$ cat config.mk
export PLATFORM = sky130hd
export DESIGN_NAME = timer_display
export DESIGN_NICKNAME = d
export VERILOG_FILES = /design/src/rtl/oven_pkg.sv /design/src/rtl/bcd_to_seg.sv /design/src/rtl/timer_display.sv
export SDC_FILE = /design/constraint.sdc
export NUM_CORES = 1
export LEC_CHECK = 0
export ABC_CLOCK_PERIOD_IN_PS = 2370
export CORE_MARGIN = 2
export CORE_UTILIZATION = 35
export DETAILED_ROUTE_END_ITERATION = 10
export PLACE_DENSITY = 0.61
export REMOVE_ABC_BUFFERS = 1
export SYNTH_ARGS = -nofsm -noshare
export SYNTH_HDL_FRONTEND = slang
export SYNTH_SLANG_ARGS = --single-unit
$ cat constraint.sdc
create_clock -name clk -period 2.37 [get_ports clk]
set_input_delay 0.3555 -clock clk [delete_from_list [all_inputs] [get_ports clk]]
set_output_delay 0.3555 -clock clk [all_outputs]
set_load 0.03 [all_outputs]
$ cat src/rtl/oven_pkg.sv
// Constants shared by the oven timer and its displays: active-high
// 7-segment patterns {g,f,e,d,c,b,a} and digit slot indices.
package oven_pkg;

   localparam logic [6:0] SEG_0    = 7'h3F;
   localparam logic [6:0] SEG_1    = 7'h06;
   localparam logic [6:0] SEG_2    = 7'h5B;
   localparam logic [6:0] SEG_3    = 7'h4F;
   localparam logic [6:0] SEG_4    = 7'h66;
   localparam logic [6:0] SEG_5    = 7'h6D;
   localparam logic [6:0] SEG_6    = 7'h7D;
   localparam logic [6:0] SEG_7    = 7'h07;
   localparam logic [6:0] SEG_8    = 7'h7F;
   localparam logic [6:0] SEG_9    = 7'h6F;
   localparam logic [6:0] SEG_DASH = 7'h40;

   localparam logic DIG_UNITS = 1'b0;
   localparam logic DIG_TENS  = 1'b1;

endpackage

$ cat src/rtl/bcd_to_seg.sv
// Combinational BCD nibble to active-high 7-segment pattern; any
// nibble above 9 renders as a dash.
module bcd_to_seg
   import oven_pkg::*;
(
   input  logic [3:0] bcd,
   output logic [6:0] seg
);

   always_comb begin
      seg = SEG_DASH;
      case (bcd)
         4'd0:    seg = SEG_0;
         4'd1:    seg = SEG_1;
         4'd2:    seg = SEG_2;
         4'd3:    seg = SEG_3;
         4'd4:    seg = SEG_4;
         4'd5:    seg = SEG_5;
         4'd6:    seg = SEG_6;
         4'd7:    seg = SEG_7;
         4'd8:    seg = SEG_8;
         4'd9:    seg = SEG_9;
         default: seg = SEG_DASH;
      endcase
   end

endmodule

$ cat src/rtl/timer_display.sv
// Two-digit multiplexed 7-segment driver for the oven timer: per-frame
// snapshot, leading-zero blanking, dash for bad nibbles, blink on timeout.
module timer_display
   import oven_pkg::*;
#(
   parameter int REFRESH_DIV = 50000,
   parameter int BLINK_DIV   = 250,
   parameter bit ACTIVE_LOW  = 1'b1
) (
   input  logic       clk,
   input  logic       rst_n,
   input  logic [7:0] digit_time,
   input  logic       timeout,
   output logic [6:0] seg,
   output logic [1:0] an
);

   localparam int PRE_W = $clog2(REFRESH_DIV);
   localparam int BLK_W = (BLINK_DIV > 1) ? $clog2(BLINK_DIV) : 1;
   localparam logic [PRE_W-1:0] PRE_LAST = PRE_W'(REFRESH_DIV - 1);
   localparam logic [BLK_W-1:0] BLK_LAST = BLK_W'(BLINK_DIV - 1);
   localparam logic [6:0] SEG_OFF = ACTIVE_LOW ? 7'h7F : 7'h00;
   localparam logic [1:0] AN_OFF  = ACTIVE_LOW ? 2'b11 : 2'b00;

   logic [PRE_W-1:0] pre_cnt;
   logic             sel;
   logic [7:0]       snap;
   logic [BLK_W-1:0] blink_cnt;
   logic             blink_on;
   logic             first_cyc;
   logic             slot_end;
   logic             frame_start;
   logic [3:0]       nibble;
   logic [6:0]       seg_hi;
   logic [1:0]       an_hi;

   // The cycle right after reset only captures the snapshot, so the
   // first units slot at the pins is a full REFRESH_DIV cycles long.
   assign slot_end    = !first_cyc && (pre_cnt == PRE_LAST);
   assign frame_start = first_cyc || (slot_end && (sel == DIG_TENS));

   always_comb begin
      nibble = (sel == DIG_TENS) ? snap[7:4] : snap[3:0];
   end

   bcd_to_seg u_dec (
      .bcd (nibble),
      .seg (seg_hi)
   );

   always_comb begin
      an_hi = 2'b00;
      if (blink_on) begin
         if (sel == DIG_UNITS)
            an_hi = 2'b01;
         else if (snap[7:4] != 4'd0)
            an_hi = 2'b10;
      end
   end

   always_ff @(posedge clk) begin
      if (!rst_n) begin
         pre_cnt   <= '0;
         sel       <= DIG_UNITS;
         snap      <= 8'h00;
         blink_cnt <= '0;
         blink_on  <= 1'b1;
         first_cyc <= 1'b1;
         seg       <= SEG_OFF;
         an        <= AN_OFF;
      end else begin
         first_cyc <= 1'b0;

         if (slot_end)
            pre_cnt <= '0;
         else if (!first_cyc)
            pre_cnt <= pre_cnt + 1'b1;

         if (slot_end)
            sel <= ~sel;

         if (frame_start)
            snap <= digit_time;

         // Dropping timeout clears the blink state even on a slot_end cycle.
         if (!timeout) begin
            blink_cnt <= '0;
            blink_on  <= 1'b1;
         end else if (slot_end) begin
            if (blink_cnt == BLK_LAST) begin
               blink_cnt <= '0;
               blink_on  <= ~blink_on;
            end else begin
               blink_cnt <= blink_cnt + 1'b1;
            end
         end

         if (first_cyc) begin
            seg <= SEG_OFF;
            an  <= AN_OFF;
         end else begin
            seg <= ACTIVE_LOW ? ~seg_hi : seg_hi;
            an  <= ACTIVE_LOW ? ~an_hi : an_hi;
         end
      end
   end

endmodule

==> results by group <==
Clock tree
  • H-tree Lvls: 2
  • # hold bufs at CTS: 0
  • TritonCTS Buffers: 5
  • Cts repair resizes: 0
  • CTS root buf: clkbuf_8
  • CTS Buffer Depth: 2
  • Sink Count: 44
  • CTS tree: done
  • Post-CTS Setup Inserts: 0
  • Clock-pin slew on the worst setup and hold paths: 0.08 ns
  • Worst skew pair latency: 0.30 ns

Detailed routing
  • First-pass DRT Iterations: 4
  • # DRC: 0
  • Vias per cell: 5.06
  • Wire per inst: 12.0 um
  • Via count: 1676
  • DRT antenna net count: 0
  • Iteration-0 DRC Markers: 82
  • WL final: 3.98 mm

Worst setup path
  • Req. time, crit path: 2.60 ns
  • CP max FO: 15
  • Nature of the critical path endpoint: flop
  • RR Startpoint: pre_cnt[0]
  • Buf+Inv Stages, Crit Path: 0
  • Worst Path Class, Setup: reg -> reg
  • CP Cell Sequence: ha_1 -> nand3b_1 -> or3_1 -> or4_1 -> a21oi_1
  • Crit start category: flop
  • CP max stage cell: or4_1
  • R2R depth: 5
  • Worst EP arrival: 2.20 ns
  • Largest stage delay on the critical path: 0.56 ns
  • Crit path max-delay family: simple AND/OR/NAND/NOR gates
  • R2r setup slk: 0.40 ns
  • Reg2reg end: blink_cnt[4]

Placed design
  • DP Cell Count: 324
  • Area after DPL: 2340 um2
  • DPL Wire Length: 2.86 mm
  • Gpl congestion: 0.796
  • Port Buffers: 19
  • Setup WS pre-CTS: 0.371 ns

Floorplan
  • Die Width: 81.1 um
  • Boundary pin count: 20
  • DIE AREA: 6580 um2
  • Site Rows: 28
  • Die Y: 81.1 um
  • Core box area: 5820 um2
  • Initial Util: 35.8%

Finish
  • Synth-to-Final Area Change: 16.4%
  • Design area: 2420 um2
  • Core Util, Final: 41.7%
  • Fillers: 603
  • Share of layout cells above drive strength 1: 6.64%
  • Ant. Diodes: 0
  • Fin nets: 275
  • Post-route non-filler standard cell count: 331

Timing
  • Fin. max-slew vios: 0
  • Final setup fails: 0
  • RSZ-0062 raised after global routing: false
  • PnR worst setup slack: 0.396 ns
  • Post-route clock period utilization: 83.3%
  • Worst Tran Pin Value: 0.638 ns
  • Setup TNS: 0 ns
  • Final clock skew: 0.00758 ns
  • Fin crit period: 1.97 ns
  • Relative slew slack: 57.3%
  • Final Hold Vio Count: 0
  • Hold WS: 0.460 ns
  • Maximum clock frequency: 0.506 GHz

Synth
  • Ys flop type: dfxtp_1
  • Top-area cell type share of the netlist area: 42.3%
  • Post-synth EDFFs: 0
  • Share of flip-flops with an asynchronous set or reset: 0%
  • Yosys reg bits: 44
  • Mapped cell area: 2080 um2
  • Syn. warnings: 0
  • Avg Cell Area, Syn: 8.78 um2
  • Register area share after synthesis: 42.3%
  • Dominant cell type by area after synthesis: dfxtp_1
  • Yosys cell types: 43
  • Synth area leaders: dfxtp_1 (42%), mux2i_1 (6.7%), nand2_1 (5.4%), ha_1 (4.8%), a21oi_1 (3.8%)
  • Syn Inst Count: 237

Pwr
  • Peak VDD IR: 0.000333 V
  • Leak: 0.854 nW
  • PwrDens: 562 nW/um2
  • Design Power: 1.36 mW

Min path
  • Min-Delay Path Class: reg -> reg
  • Hold worst-path end: an[0]
  • Hold path start: blink_on
  • Worst Hold Depth: 1

Global routing
  • First-pass GRT wire length: 6.90 mm
  • Pin count of the biggest net entering global routing: 20
  • Total GRT Usage: 13.5%
  • Vias in the first global route: 1555
  • Initial antenna violation count: 0
  • GRT Residual Overflow: 0

Run
  • Max-Cap Viols: 0

Outcome
  • Outcome: finished, final reports clean
## worst reg2reg max path, cell delays in order, from the launching register on
cell and delay, ns:
dfxtp_1 0.38, ha_1 0.19, nand3b_1 0.10, or3_1 0.55, or4_1 0.56, a21oi_1 0.14
## state kept, by name, indices dropped and copies added, names as in the netlist
register / count
sel: 1
an: 2
blink_on: 1
blink_cnt: 8
seg: 7
pre_cnt: 16
first_cyc: 1
snap: 8
## final cells by class
type                            instances  area [um2]  share of cell area [%]
Timing Repair Buffer                   24         228                    9.40
Inverter                                6        22.5                   0.930
Multi-Input combinational cell        175        1120                    46.1
Clock inverter                          2        12.5                   0.517
Clock buffer                            5        68.8                    2.84
Sequential cell                        44         881                    36.4
Tap cell                               75        93.8                    3.87
## worst max path at each step
stage | startpoint | end | cells after the start
finish | pre_cnt[0] | blink_cnt[4] | 5
global route | pre_cnt[7] | blink_cnt[4] | 4
CTS | pre_cnt[7] | blink_cnt[4] | 4
detailed placement | pre_cnt[7] | blink_cnt[4] | 4
global placement | pre_cnt[0] | blink_cnt[3] | 5
floorplan | pre_cnt[0] | pre_cnt[0] | 5
## routing by layer
metal / GRT usage, % / wire [um] / up-vias
li1: - / - / 879
met1: 17.7 / 2000 / 772
met2: 21.1 / 1790 / 20
met3: 3.56 / 126 / 5
met4: 5.59 / 57 / 0
met5: 0 / 0 / -
## cell families after synthesis
| logic type | after synthesis | synth area share (%) |
|---|---|---|
| mux | 16 | 7.82 |
| compound gates | 46 | 13.3 |
| buf+inv | 18 | 4.03 |
| flops | 44 | 42.3 |
| simple gates | 95 | 23.5 |
| fa+ha+maj | 8 | 4.81 |
| xor+xnor | 10 | 4.21 |
## Yosys cell counts (all sizes together), types with 2 or more instances
library cell,instances
nand4,8
mux2i,14
o21ai,13
and3,2
a21oi,16
nor2,21
or3,6
xnor2,2
dfxtp,44
inv,6
nand2,30
nand3,8
xor2,8
buf,6
or4,6
a21boi,2
mux2,2
clkbuf,6
o31ai,5
nand3b,2
ha,8
a211oi,2
a31oi,4
## report_power, final
group	internal, mW	switching, mW
sequential	0.761	0.0139
combinational	0.0645	0.0698
clock	0.200	0.252
## cells in the final DEF (no fill, tap or decap), types with 3 or more instances in the layout
master / count
or4_1: 6
mux2i_1: 14
clkdlybuf4s50_1: 19
o31ai_1: 5
a21oi_1: 16
o21ai_0: 12
ha_1: 8
nand4_1: 8
nor2_1: 21
buf_4: 5
or3_1: 6
xor2_1: 8
dfxtp_1: 44
nand3_1: 8
nand2_1: 30
clkbuf_8: 5
a31oi_1: 3
inv_1: 6
Note: power is estimated with default switching activity, not from simulation.
